===== src/rtl/mem_port_arbiter_pkg.sv =====
// Shared types for the Ram-port arbiter: FSM states, latched request record, size limit.
package mem_arb_pkg;

  localparam int MAX_REQ = 8;

  typedef enum logic [1:0] {
    IDLE   = 2'd0,
    ACCESS = 2'd1,
    ACK    = 2'd2
  } ArbState;

  typedef struct packed {
    logic        we;
    logic [31:0] addr;
    logic [31:0] wdata;
  } MemReq;

endpackage


===== src/rtl/mem_port_arbiter_if.sv =====
// Requester handshake plus Ram-side bus of the shared memory port.
// The master modport is the requester/Ram side, the slave modport is the arbiter.
interface mem_port_arbiter_if #(
  parameter int NUM_REQ = 3
);
  localparam int OW = $clog2(NUM_REQ);

  logic [NUM_REQ-1:0]        req;
  logic [NUM_REQ-1:0]        req_we;
  logic [NUM_REQ-1:0][31:0]  req_addr;
  logic [NUM_REQ-1:0][31:0]  req_wdata;
  logic [NUM_REQ-1:0]        ack;
  logic                      err;
  logic [31:0]               rdata;
  logic [OW-1:0]             owner;
  logic                      busy;
  logic [31:0]               mem_addr_bus;
  logic                      write_enable;
  logic [31:0]               bus_to_mem_32;
  logic [31:0]               bus_from_mem_32;

  modport master (
    output req, req_we, req_addr, req_wdata, bus_from_mem_32,
    input  ack, err, rdata, owner, busy, mem_addr_bus, write_enable, bus_to_mem_32
  );

  modport slave (
    input  req, req_we, req_addr, req_wdata, bus_from_mem_32,
    output ack, err, rdata, owner, busy, mem_addr_bus, write_enable, bus_to_mem_32
  );

endinterface


===== src/rtl/mem_port_arbiter_pick.sv =====
// Combinational winner search: first set request at or above start, wrapping at NUM_REQ.
module arb_pick #(
  parameter  int NUM_REQ = 3,
  localparam int IW      = $clog2(NUM_REQ)
) (
  input  logic [NUM_REQ-1:0] req,
  input  logic [IW-1:0]      start,
  output logic               valid,
  output logic [IW-1:0]      winner
);

  logic [2*NUM_REQ-1:0] dbl;
  logic [2*NUM_REQ-1:0] rot;
  logic [IW-1:0]        off;
  logic [IW:0]          sum;

  // Rotate so bit k of rot is requester (start+k) mod NUM_REQ.
  assign dbl = {req, req};
  assign rot = dbl >> start;

  always_comb begin
    valid = 1'b0;
    off   = '0;
    for (int k = NUM_REQ-1; k >= 0; k--) begin
      if (rot[k]) begin
        valid = 1'b1;
        off   = IW'(k);
      end
    end
  end

  always_comb begin
    sum    = {1'b0, start} + {1'b0, off};
    winner = (sum >= (IW+1)'(NUM_REQ)) ? IW'(sum - (IW+1)'(NUM_REQ)) : IW'(sum);
  end

endmodule


===== src/rtl/mem_port_arbiter.sv =====
// Shares one 32-bit Ram port between NUM_REQ requesters, one 3-cycle access at a time.
// Define MEM_ARB_ROUND_ROBIN_EN for round-robin arbitration; otherwise lowest index wins.
module mem_port_arbiter
  import mem_arb_pkg::*;
#(
  parameter int          NUM_REQ   = 3,
  parameter logic [31:0] MEM_BYTES = 32'hffff
) (
  input logic              clk,
  input logic              rst,
  mem_port_arbiter_if.slave bus
);

  localparam int OW = $clog2(NUM_REQ);

  ArbState              state_q, state_d;
  MemReq                cur_q, req_sel;
  logic [OW-1:0]        owner_q, start, winner;
  logic                 pick_vld, range_err;
  logic [32:0]          end_addr;
  logic [31:0]          rdata_q;
  logic                 err_q;
  logic [NUM_REQ-1:0]   ack;
  logic [31:0]          mem_addr, mem_wdata;
  logic                 mem_we;

`ifdef MEM_ARB_ROUND_ROBIN_EN
  logic [OW-1:0] rr_ptr_q;

  // Pointer moves past the owner as the access completes, so the next IDLE starts after it.
  always_ff @(posedge clk or posedge rst) begin
    if (rst)                   rr_ptr_q <= '0;
    else if (state_q == ACCESS) rr_ptr_q <= (owner_q == OW'(NUM_REQ-1)) ? '0 : owner_q + OW'(1);
  end
  assign start = rr_ptr_q;
`else
  assign start = '0;
`endif

  arb_pick #(.NUM_REQ(NUM_REQ)) u_pick (
    .req    (bus.req),
    .start  (start),
    .valid  (pick_vld),
    .winner (winner)
  );

  assign req_sel = '{we: bus.req_we[winner], addr: bus.req_addr[winner], wdata: bus.req_wdata[winner]};

  // Writes must fit all four bytes; 33-bit sum keeps addresses near 2^32 from wrapping.
  assign end_addr  = {1'b0, cur_q.addr} + (cur_q.we ? 33'd3 : 33'd0);
  assign range_err = end_addr >= {1'b0, MEM_BYTES};

  always_ff @(posedge clk or posedge rst) begin
    if (rst) state_q <= IDLE;
    else     state_q <= state_d;
  end

  always_comb begin
    state_d = state_q;
    case (state_q)
      IDLE:    if (pick_vld) state_d = ACCESS;
      ACCESS:  state_d = ACK;
      ACK:     state_d = IDLE;
      default: state_d = IDLE;
    endcase
  end

  always_ff @(posedge clk or posedge rst) begin
    if (rst) begin
      owner_q <= '0;
      cur_q   <= '0;
      rdata_q <= '0;
      err_q   <= 1'b0;
    end else begin
      if (state_q == IDLE && pick_vld) begin
        owner_q <= winner;
        cur_q   <= req_sel;
      end
      if (state_q == ACCESS) begin
        rdata_q <= (cur_q.we || range_err) ? 32'h0 : bus.bus_from_mem_32;
        err_q   <= range_err;
      end
    end
  end

  always_comb begin
    mem_addr  = '0;
    mem_wdata = '0;
    mem_we    = 1'b0;
    ack       = '0;
    case (state_q)
      ACCESS: begin
        mem_addr  = cur_q.addr;
        mem_wdata = cur_q.wdata;
        mem_we    = cur_q.we && !range_err;
      end
      ACK:     ack[owner_q] = 1'b1;
      default: ;
    endcase
  end

  assign bus.ack           = ack;
  assign bus.err           = err_q;
  assign bus.rdata         = rdata_q;
  assign bus.owner         = owner_q;
  assign bus.busy          = (state_q != IDLE);
  assign bus.mem_addr_bus  = mem_addr;
  assign bus.write_enable  = mem_we;
  assign bus.bus_to_mem_32 = mem_wdata;

endmodule


===== src/flat_wrapper.sv =====
// flat-port wrapper written by rule: the top's interface ports become plain ports
module mem_port_arbiter_flat import mem_arb_pkg::*;
#(
  parameter int          NUM_REQ   = 3,
  parameter logic [31:0] MEM_BYTES = 32'hffff
)
  (clk, rst, bus_req, bus_req_we, bus_req_addr, bus_req_wdata, bus_bus_from_mem_32, bus_ack, bus_err, bus_rdata, bus_owner, bus_busy, bus_mem_addr_bus, bus_write_enable, bus_bus_to_mem_32);
  mem_port_arbiter_if #(.NUM_REQ(NUM_REQ)) bus_i ();
  input logic clk;
  input logic rst;
  input wire logic [$bits(bus_i.req)-1:0] bus_req;
  input wire logic [$bits(bus_i.req_we)-1:0] bus_req_we;
  input wire logic [$bits(bus_i.req_addr)-1:0] bus_req_addr;
  input wire logic [$bits(bus_i.req_wdata)-1:0] bus_req_wdata;
  input wire logic [$bits(bus_i.bus_from_mem_32)-1:0] bus_bus_from_mem_32;
  output wire logic [$bits(bus_i.ack)-1:0] bus_ack;
  output wire logic [$bits(bus_i.err)-1:0] bus_err;
  output wire logic [$bits(bus_i.rdata)-1:0] bus_rdata;
  output wire logic [$bits(bus_i.owner)-1:0] bus_owner;
  output wire logic [$bits(bus_i.busy)-1:0] bus_busy;
  output wire logic [$bits(bus_i.mem_addr_bus)-1:0] bus_mem_addr_bus;
  output wire logic [$bits(bus_i.write_enable)-1:0] bus_write_enable;
  output wire logic [$bits(bus_i.bus_to_mem_32)-1:0] bus_bus_to_mem_32;
  assign bus_i.req = bus_req;
  assign bus_i.req_we = bus_req_we;
  assign bus_i.req_addr = bus_req_addr;
  assign bus_i.req_wdata = bus_req_wdata;
  assign bus_i.bus_from_mem_32 = bus_bus_from_mem_32;
  assign bus_ack = bus_i.ack;
  assign bus_err = bus_i.err;
  assign bus_rdata = bus_i.rdata;
  assign bus_owner = bus_i.owner;
  assign bus_busy = bus_i.busy;
  assign bus_mem_addr_bus = bus_i.mem_addr_bus;
  assign bus_write_enable = bus_i.write_enable;
  assign bus_bus_to_mem_32 = bus_i.bus_to_mem_32;
  mem_port_arbiter #(.NUM_REQ(NUM_REQ), .MEM_BYTES(MEM_BYTES)) u_core (.clk(clk), .rst(rst), .bus(bus_i));
endmodule

===== config.mk =====
export PLATFORM = sky130hd
export DESIGN_NAME = mem_port_arbiter_flat
export DESIGN_NICKNAME = d
export VERILOG_FILES = /design/src/rtl/mem_port_arbiter_pkg.sv /design/src/rtl/mem_port_arbiter_if.sv /design/src/rtl/mem_port_arbiter_pick.sv /design/src/rtl/mem_port_arbiter.sv /design/src/flat_wrapper.sv
export SDC_FILE = /design/constraint.sdc
export NUM_CORES = 1
export LEC_CHECK = 0
export CAP_MARGIN = 20
export CELL_PAD_IN_SITES_DETAIL_PLACEMENT = 1
export CELL_PAD_IN_SITES_GLOBAL_PLACEMENT = 2
export CORE_MARGIN = 1.5
export CORE_UTILIZATION = 20
export DETAILED_ROUTE_END_ITERATION = 16
export GPL_TIMING_DRIVEN = 0
export PLACE_DENSITY_LB_ADDON = 0.08
export REMOVE_ABC_BUFFERS = 1
export SYNTH_ARGS = -nofsm -noshare
export SYNTH_HDL_FRONTEND = slang
export SYNTH_HIERARCHICAL = 1
export SYNTH_SLANG_ARGS = --single-unit

===== constraint.sdc =====
create_clock -name clk -period 3.3 [get_ports clk]
set_input_delay 0.66 -clock clk [delete_from_list [all_inputs] [get_ports clk]]
set_output_delay 0.66 -clock clk [all_outputs]
set_load 0.03 [all_outputs]

### Word-level counts from Yosys, hierarchy flattened

Index checks and enable logic that the tools add are counted.

| word-level totals | value |
|---|---|
| output and inout port bits | 104 |
| bits in registers | 102 |

| cells by class | value |
|---|---|
| order comparisons | 5 |
| multiplexer cells | 23 |
| equal/unequal tests | 3 |
| add/subtract/negate cells | 2 |
| reduce and logical (&&, ||, !) cells | 7 |

Operator list:

| cell | count |
|---|---|
| $mux W32 | 5 |
| $bmux W32 S2 | 2 |
| $add A32 B33 Y33 | 1 |
| $ge A33 B16 Y1 const B | 1 |
| $mux W2 | 6 |
| $lt A2 B3 Y1 const B | 2 |
| $mux W1 | 6 |
| $pmux W2 S2 | 1 |
| $logic_and A1 B1 Y1 | 3 |
| $mux W3 | 1 |
| $bmux W1 S2 | 1 |
| $demux W1 S2 | 1 |
| $eq A2 B1 Y1 const B | 1 |
| $eq A2 B2 Y1 const B | 1 |
| $ge A2 B1 Y1 const B | 1 |
| $ge A2 B2 Y1 const B | 1 |
| $logic_not A2 Y1 | 1 |
| $ne A2 B1 Y1 const B | 1 |
| $reduce_bool A2 Y1 | 1 |
| $sub A2 B2 Y2 const B | 1 |
| $logic_not A1 Y1 | 1 |
| $logic_or A1 B1 Y1 | 1 |

### Logic depth before layout (Yosys ltp)

Gate-level depths: netlist of run 1.

| depth | value |
|---|---|
| depth after elaboration | 7 |
| mapped depth | 17 |
| gate-level depth less buffers | 14 |

### By module

The synthesis of run 1 kept the hierarchy.

By module, submodules not included:

| module | times used | seq. area each (um^2) | cells an instance | area each (um^2) |
|---|---|---|---|---|
| mem_port_arbiter | 1 | 2,552.4 | 762 | 6,448.7 |
| arb_pick | 1 | 0.0 | 22 | 170.2 |

### Least setup slack after synthesis of run 1

No wires, ideal clock.

| timing path | value |
|---|---|
| kind | register to output |
| start | register u_core/cur_q[64] in the netlist's numbering |
| end | output port bus_write_enable |
| cell stages (with the launch flop) | 10 |
| data arrival time | 2,913 ps |
| data required time | 2,640 ps |
| slack | -273 ps |
| cell sequence | dfrtp_1 > ha_1 > fa_1 > and2_1 > and2_2 > a21o_1 > a211oi_2 > nand4b_4 > buf_6 > nor3_1 |

| between the ends | value |
|---|---|
| longest elaborated chain between the ends | 6 |

Ends and longest elaborated chain:

| element | line | RTL |
|---|---|---|
| start, declared | mem_port_arbiter.sv:17 | `MemReq cur_q, req_sel;` |
| start signal, assigned | mem_port_arbiter.sv:77 | `cur_q <= req_sel;` |
| $mux W2 | mem_port_arbiter.sv:50 | `assign end_addr = {1'b0, cur_q.addr} + (cur_q.we ? 33'd3 : 33'd0);` |
| $add A32 B33 Y33 | mem_port_arbiter.sv:50 |  |
| $ge A33 B16 Y1 | mem_port_arbiter.sv:51 | `assign range_err = end_addr >= {1'b0, MEM_BYTES};` |
| $logic_not A1 Y1 | mem_port_arbiter.sv:95 | `mem_we = cur_q.we && !range_err;` |
| $logic_and A1 B1 Y1 (*) | mem_port_arbiter.sv:95 |  |
| $mux W1 (*) | mem_port_arbiter.sv:91 | `case (state_q)` |
| end, declared | flat_wrapper.sv:22 | `output wire logic [$bits(bus_i.write_enable)-1:0] bus_write_enable;` |

Every way passes the cells marked *; elsewhere a longest branch is shown, timed or not.

### Final worst setup path of run 1

| timing path | value |
|---|---|
| start | register u_core/cur_q[36] in the netlist's numbering |
| end | output port bus_write_enable |

| between the ends | value |
|---|---|
| longest elaborated chain between the ends | 5 |

Ends and longest elaborated chain:

| element | line |
|---|---|
| $add A32 B33 Y33 | mem_port_arbiter.sv:50 |
| $ge A33 B16 Y1 | mem_port_arbiter.sv:51 |
| $logic_not A1 Y1 | mem_port_arbiter.sv:95 |
| $logic_and A1 B1 Y1 | mem_port_arbiter.sv:95 |
| $mux W1 | mem_port_arbiter.sv:91 |

No other way between the ends.

==> qor.yml, run 1 <==
run_status:
  status: "finished, violations left"
  violations: "setup timing"
pwr:
  pwr-share-seq: 0.250
  finalPower_mw: 8.67
  p_comb_frac: 0.621
  p_clk_frac: 0.129
  switchingPower_mw: 4.02
  power.internal_mw: 4.65
  ir_drop_uv: 287
  p_per_area_mw_per_mm2: 764
  p_leak_nw: 4.44
  switching_share: 0.464
global_routing:
  grt_pass1_vias: 7244
  met1_usage: 0.201
  gr-usage-all-layers: 0.170
  antenna_found_initial: 0
  use_met3: 0.0509
  top_usage_layer: "met2"
  grtUsageMet2: 0.300
  grt_pass1_wl_mm: 43.7
  grt-ovfl-total: 0
  grt_max_degree: 53
cts:
  cts-htree-levels: 3
  insertion_delay_ns: 0.36
  cts_tree: "built"
  cts_sinks: 102
  clk_pin_slew_ns: 0.08
  ctsRootBufferMaster: "clkbuf_16"
  numCtsBuffers: 9
  cts_buffer_depth: 2
yosys:
  ys_async_sr_fraction: 1.00
  synth-edff-count: 0
  post_synth_num_cell_types: 74
  seq_area_frac_synth: 0.386
  ys.flop_type: "dfrtp_1"
  ys_seq_elements: 102
  syn_avg_cell_area_sq_um: 8.44
  synthCells: 784
  netlist_area_sq_mm: 0.00662
  yosys_warnings: 6
min_path:
  min-delay-path-class: "reg2reg"
  hold-path-cell-count: 2
  min-delay-start: "u_core/bus.rdata[23]"
  worst_hold_path.endpoint: "u_core/bus.rdata[23]"
timing:
  setup_tns_ns: -1.57
  fmax_mhz: 278
  finalHoldViolations: 0
  finalSetupViolations: 18
  period_share: 1.09
  fin_skew_ns: 0.0144
  post-route-min-period_ns: 3.60
  tightest_slew_ns: 0.848
  relSlewSlack: 0.433
  drv_slew: 0
  timing.final.ws_setup_ns: -0.301
  rsz0062_at_grt: "true"
  fin_hold_ws_ns: 0.479
placement:
  dp.cells: 1520
  routabilityCongestion: 0.707
  place_hpwl_mm: 20.3
  placed_area_sq_mm: 0.0106
  portBuffers: 335
  post-place-ws_ns: -1.24
final_layout:
  drive_gt1_frac: 0.103
  design_area_sq_mm: 0.0113
  area_growth_pct: 71.4
  stdcell_count: 1567
  fin_nets: 1358
  diodes: 0
  fin_util: 0.349
floorplan:
  die_w_microns: 185
  die_area_sq_mm: 0.0342
  row_count: 66
  io_pins: 336
  start_util: 0.203
  fp.dieH_microns: 185
  core_sq_mm: 0.0325
critical_path:
  reg2reg_slack_ns: -0.10
  cp-end-kind: "output port"
  path_class: "reg2out"
  crit_buf_inv: 2
  cp.arrival_ns: 2.94
  crit_family: "simple AND/OR/NAND/NOR gates"
  required_ns: 2.64
  startpoint_type: "register"
  crit_path_max_fanout: 8
  cpPeakStageDelay_ns: 0.69
  timing.rr.end: "u_core/bus.rdata[20]"
  crit_chain: "nand4_1, or4_4, buf_6, o31a_1, a211oi_4, nand4b_4, nor3_2, buf_4"
  r2r_start: "u_core/cur_q[36]"
  rr_worst_depth: 8
  slowest_stage: "or4_4"
routing:
  vias: 6961
  antenna_left: 0
  routedWlPerCell_microns: 18.8
  drt-initial-drc-count: 261
  post_drt_via_cell_ratio: 4.44
  firstDrtPassIters: 4
  drc_errors: 0
  drt-total-wl_mm: 29.4
run:
  cap_viol_max_count: 0
-- power by group through the flow --
stage	clock [mW]	sequential (mW)	combinational, mW
global placement	0	2.17	4.23
detailed placement	0	2.20	5.00
finish	1.12	2.16	5.39
global route	1.21	2.26	5.89
floorplan	0	2.05	2.94
CTS	1.17	2.18	5.34
-- layout make-up --
cell class                      instances  area [sq um]
Fill cell                            3793         21200
Timing Repair Buffer                  378          4020
Multi-Input combinational cell        618          3880
Sequential cell                       102          2550
Tap cell                              442           553
Clock buffer                           11           233
Clock inverter                          5          60.1
Inverter                               11          47.5
-- per-layer routing --
layer  up-vias  share of wire
met2       170           0.50
met1      3365           0.42
met4         0          0.012
met5         -              0
li1       3409              -
met3        17          0.068
-- layout by cell type, fill, tap and decap left out, types with 3 or more instances in the layout --
master / synthesis / routed
nand2_1: 42 / 40
buf_4: 0 / 20
inv_1: 9 / 8
mux2i_1: 65 / 64
buf_16: 0 / 7
nor2_1: 138 / 137
buf_12: 0 / 13
clkdlybuf4s50_1: 0 / 332
o31ai_1: 25 / 25
nand3_1: 37 / 37
nor3_1: 7 / 5
o31ai_2: 8 / 8
a21oi_1: 131 / 123
clkbuf_16: 0 / 11
conb_1: 1 / 10
nor4bb_1: 3 / 3
o21ai_0: 5 / 5
and2_1: 62 / 62
nand4_1: 9 / 9
and3_1: 3 / 3
dfrtp_1: 102 / 101
or2_2: 3 / 3
a21oi_2: 0 / 7
-- cells by family after synthesis --
kind of cell	share of synthesized area
adders and majority gates	0.0136
buffers and inverters	0.0612
muxes	0.102
xor gates and xnor gates	0.00397
other	0.000567
AOI/OAI and AO/OA	0.183
and+or+nand+nor	0.250
DFF	0.386
-- worst max path at each step --
stage                                 from               end  slack [ns]  cells after the start
after global routing      u_core/cur_q[42]  bus_write_enable       -0.41                      8
after global placement          bus_req[0]  u_core/cur_q[55]       -9.46                     12
after CTS                 u_core/cur_q[64]  bus_write_enable       -0.37                      9
after floorplan                 bus_req[0]   u_core/cur_q[0]       -3.50                     11
after detailed placement  u_core/cur_q[64]  bus_write_enable       -1.24                      9
final                     u_core/cur_q[36]  bus_write_enable       -0.30                      8
-- registers in the layout (all words and copies together), names as in the netlist --
name,cells
u_core/cur_q,65
u_core/bus.rdata,32
u_core/bus.owner,2
u_core/state_q,2
u_core/bus.err,1
-- tightest hold or removal path, stage by stage, from the launching register on --
cell and delay [ns]:
dfrtp_1 0.34, nand2_1 0.05, o31ai_1 0.05
-- repair_timing --
item / 4_1_cts / 5_1_grt
gates cloned: 4 / 2
endpoints found under the hold margin: 0 / 0
pin swaps: 9 / 9
buffers inserted: 16 / 9
hold buffers: 0 / 0
setup endpoints to repair: 100 / 76
gates resized for setup: 25 / 16
-- cells in the mapped netlist (3+ instances only) --
| master | number | area share |
|---|---|---|
| dfrtp_1 | 102 | 0.39 |
| o31ai_2 | 8 | 0.015 |
| o21ai_0 | 5 | 0.0038 |
| dlygate4sd3_1 | 4 | 0.0060 |
| or2_2 | 3 | 0.0028 |
| a21oi_1 | 131 | 0.099 |
| nor3_1 | 7 | 0.0053 |
| and3_1 | 3 | 0.0028 |
| nand2_1 | 42 | 0.024 |
| ha_1 | 4 | 0.0076 |
| nor2_1 | 138 | 0.078 |
| nor2b_1 | 3 | 0.0028 |
| o21a_1 | 3 | 0.0034 |
| buf_6 | 6 | 0.010 |
| a21o_1 | 3 | 0.0034 |
| clkbuf_1 | 40 | 0.023 |
| nand4_1 | 9 | 0.0085 |
| nand2b_1 | 3 | 0.0028 |
| nor4bb_1 | 3 | 0.0045 |
| inv_1 | 9 | 0.0051 |
| mux2i_1 | 65 | 0.098 |
| and2_1 | 62 | 0.059 |
| o31ai_1 | 25 | 0.028 |
| buf_1 | 4 | 0.0023 |
| nand3_1 | 37 | 0.028 |
| nor4_1 | 3 | 0.0028 |
Power figures use the tool's default switching activity.
==> run 2: changes to the inputs <==
Settings changed: ABC_AREA set to 1, CORE_UTILIZATION 20 to 19.
==> qor.yml, run 2 <==
pwr:
  ir_drop_uv: 331  # was 287 uV
  p_leak_nw: 5.38  # was 4.44 nW
  p_per_area_mw_per_mm2: 799  # was 764 mW/mm^2
  finalPower_mw: 9.60  # was 8.67 mW
yosys:
  netlist_area_sq_mm: 0.00697  # was 0.00662 sq mm
  ys_seq_elements: 102  # unchanged
  synthCells: 1030  # was 784
  post_synth_num_cell_types: 30  # was 74
  synth_top_area_share: 0.366  # was 0.386
  yosys_warnings: 6  # unchanged
  ys.flop_type: "dfrtp_1"  # unchanged
  synthSimpleGateAreaFrac: 0.328  # was 0.250
  synth-compound-area-share: 0.146  # was 0.183
  synth_area_leaders: "dfrtp_1 37%, nor2_1 13%, nand2_1 9.4%"  # was dfrtp_1 39%, a21oi_1 9.9%, mux2i_1 9.8%
  synth_area_leader_cell: "dfrtp_1"  # unchanged
  synthTopCellsByCount: "240 x nor2_1, 174 x nand2_1, 126 x inv_1"  # was 138 x nor2_1, 131 x a21oi_1, 102 x dfrtp_1
  syn_avg_cell_area_sq_um: 6.77  # was 8.44 sq um
  ys_async_sr_fraction: 1.00  # unchanged
  seq_area_frac_synth: 0.366  # was 0.386
  synth_fa_ha_area_frac: 0.0129  # was 0.0136
  yosysMostFrequentCell: "nor2_1"  # unchanged
  synth_mux_area_frac: 0.0287  # was 0.102
  synth_top_family_by_area: "simple AND/OR/NAND/NOR gates"  # unchanged
  synth_xor_area_frac: 0.00880  # was 0.00397
  synth-edff-count: 0  # unchanged
critical_path:
  cp-end-kind: "output port"  # unchanged
  crit_path_frequent_cell: "nor2_1"
  crit_chain: "buf_6, ha_4, nand3_2, nand2_4, nand2_4, nor2_1, xor2_1, nor2_1, nand3_1, nand2_2, nor2_4, nand2_1, nor2_1, buf_4"  # was nand4_1, or4_4, buf_6, o31a_1, a211oi_4, nand4b_4, nor3_2, buf_4
  crit_path_max_fanout: 7  # was 8
  startpoint_type: "register"  # unchanged
  cpPeakStageDelay_ns: 0.54  # was 0.69 ns
  cp.arrival_ns: 2.80  # was 2.94 ns
  path_class: "reg2out"  # unchanged
  crit_family: "simple AND/OR/NAND/NOR gates"  # unchanged
  slowest_stage: "dfrtp_4"  # was or4_4
  crit_buf_inv: 2  # unchanged
  required_ns: 2.64  # about the same
floorplan:
  fp.dieH_microns: 195  # was 185 microns
  die_w_microns: 195  # was 185 microns
  start_util: 0.195  # was 0.203
  row_count: 69  # was 66
  core_sq_mm: 0.0358  # was 0.0325 sq mm
  die_area_sq_mm: 0.0378  # was 0.0342 sq mm
  io_pins: 336  # unchanged
timing:
  post-route-min-period_ns: 3.46  # was 3.60 ns
  finalHoldViolations: 0  # unchanged
  drv_slew: 0  # unchanged
  fin_hold_ws_ns: 0.482  # was 0.479 ns
  rsz0062_at_grt: "true"  # unchanged
  timing.final.ws_setup_ns: -0.160  # was -0.301 ns
  period_share: 1.05  # was 1.09
  fmax_mhz: 289  # was 278 MHz
  fin_skew_ns: 0.0132  # was 0.0144 ns
  setup_tns_ns: -0.160  # was -1.57 ns
  tightest_slew_ns: 0.722  # was 0.848 ns
  relSlewSlack: 0.518  # was 0.433
  finalSetupViolations: 1  # was 18
cts:
  ctsRootBufferMaster: "clkbuf_16"  # unchanged
  cts_buffer_depth: 2  # unchanged
  numCtsBuffers: 9  # unchanged
  insertion_delay_ns: 0.39  # was 0.36 ns
  cts-htree-levels: 3  # unchanged
  cts_sinks: 102  # unchanged
  clk_pin_slew_ns: 0.08  # about the same
  cts_tree: "built"  # unchanged
  ctsHoldBuffers: 0  # unchanged
run_status:
  violations: "setup timing"  # unchanged
  status: "finished, violations left"  # unchanged
final_layout:
  area_growth_pct: 72.3  # was 71.4%
  mostFrequentLayoutCells: "331 x clkdlybuf4s50_1, 229 x nor2_1, 166 x nand2_1, 121 x inv_1, 101 x dfrtp_1"  # was 332 x clkdlybuf4s50_1, 137 x nor2_1, 123 x a21oi_1, 101 x dfrtp_1, 64 x mux2i_1
  drive_gt1_frac: 0.108  # was 0.103
  registers.top_by_ff_count: "u_core/cur_q"  # unchanged
  largest_register_ff_count: 65  # unchanged
  stdcell_count: 1848  # was 1567
  layout_commonest_cell: "clkdlybuf4s50_1"  # unchanged
  fin_nets: 1615  # was 1358
  design_area_sq_mm: 0.0120  # was 0.0113 sq mm
  fin_util: 0.335  # was 0.349
routing:
  antenna_left: 0  # unchanged
  firstDrtPassIters: 4  # unchanged
  routedWlPerCell_microns: 18.6  # was 18.8 microns
  drt-initial-drc-count: 224  # was 261
  drc_errors: 0  # unchanged
  drt-total-wl_mm: 34.4  # was 29.4 mm
  post_drt_via_cell_ratio: 4.35  # was 4.44
  vias: 8041  # was 6961
global_routing:
  antenna_found_initial: 8  # was 0
  grt_pass1_wl_mm: 52.5  # was 43.7 mm
  grt_pass1_vias: 8566  # was 7244
  gr-usage-all-layers: 0.184  # was 0.170
  grt-ovfl-total: 0  # unchanged
  grt_max_degree: 65  # was 53
run:
  cap_viol_max_count: 0  # unchanged
placement:
  portBuffers: 335  # unchanged
  placed_area_sq_mm: 0.0110  # was 0.0106 sq mm
  post-place-ws_ns: -1.87  # was -1.24 ns
  dp.cells: 1787  # was 1520
  place_hpwl_mm: 24.4  # was 20.3 mm
  routabilityCongestion: 0.765  # was 0.707
min_path:
  min-delay-path-class: "reg2reg"  # unchanged
## run 2: cell count changes after synthesis, moves of 62 or more
cell     previous run  this run
inv_1               9       126
a21oi_1           131        49
nand2_1            42       174
nor2_1            138       240
and2_1             62         0
## run 2: power breakdown
group	switching [mW]	internal [mW]
clock	0.573	0.750
sequential	0.328	1.69
combinational	3.83	2.42
## run 2: cell families after synthesis
kind of cell	count (synthesis)
mux	20
flops	102
simple gates	538
xor+xnor	7
compound gates	165
fa+ha+maj	6
buf+inv	191
other cells	1
## run 2: worst register-to-register path: cells and delay by family (launching register included)
family                   cells  cell delay [ns]
AND/OR/NAND/NOR             10             1.32
buffers and inverters        4             0.59
flip-flops                   1             0.54
adder cells (fa/ha/maj)      1             0.27
AO/OA/AOI/OAI                1             0.08
## run 2: path summary, 6_finish.rpt
kind	start	slack, ns	to	cells after the start
min in group asynchronous	rst	0.69	u_core/bus.rdata[12]	2
worst max-delay path	u_core/cur_q[64]	-0.16	bus_write_enable	14
worst min register to register	u_core/bus.rdata[18]	0.48	u_core/bus.rdata[18]	2
worst max register to register	u_core/cur_q[64]	0.45	u_core/bus.rdata[21]	16
max in group asynchronous	rst	1.89	u_core/cur_q[64]	3
worst min-delay path	u_core/bus.rdata[18]	0.48	u_core/bus.rdata[18]	2
## run 2: repair_timing
item / in CTS / in global routing
gates resized for setup: 62 / 20
endpoints found under the setup margin: 164 / 89
cloned: 6 / 0
setup buffers: 26 / 7
pin swaps: 16 / 16
## run 2: cell type report
| cell class | count | area, sq um |
|---|---|---|
| clock inverter | 6 | 116 |
| tap | 461 | 577 |
| fill | 4356 | 23800 |
| timing repair inverter | 2 | 25.0 |
| multi-input combinational | 749 | 4000 |
| sequential | 102 | 2560 |
| antenna | 5 | 12.5 |
| timing repair buffer | 381 | 3970 |
| inverter | 132 | 524 |
| clock buffer | 10 | 229 |
## run 2: per-layer routing
metal | up-vias | global-route usage | wire length, microns
li1 | 3996 | - | -
met1 | 3830 | 0.221 | 14800
met2 | 180 | 0.317 | 17000
met3 | 27 | 0.0515 | 2130
met4 | 8 | 0.0570 | 505
met5 | - | 0 | 42
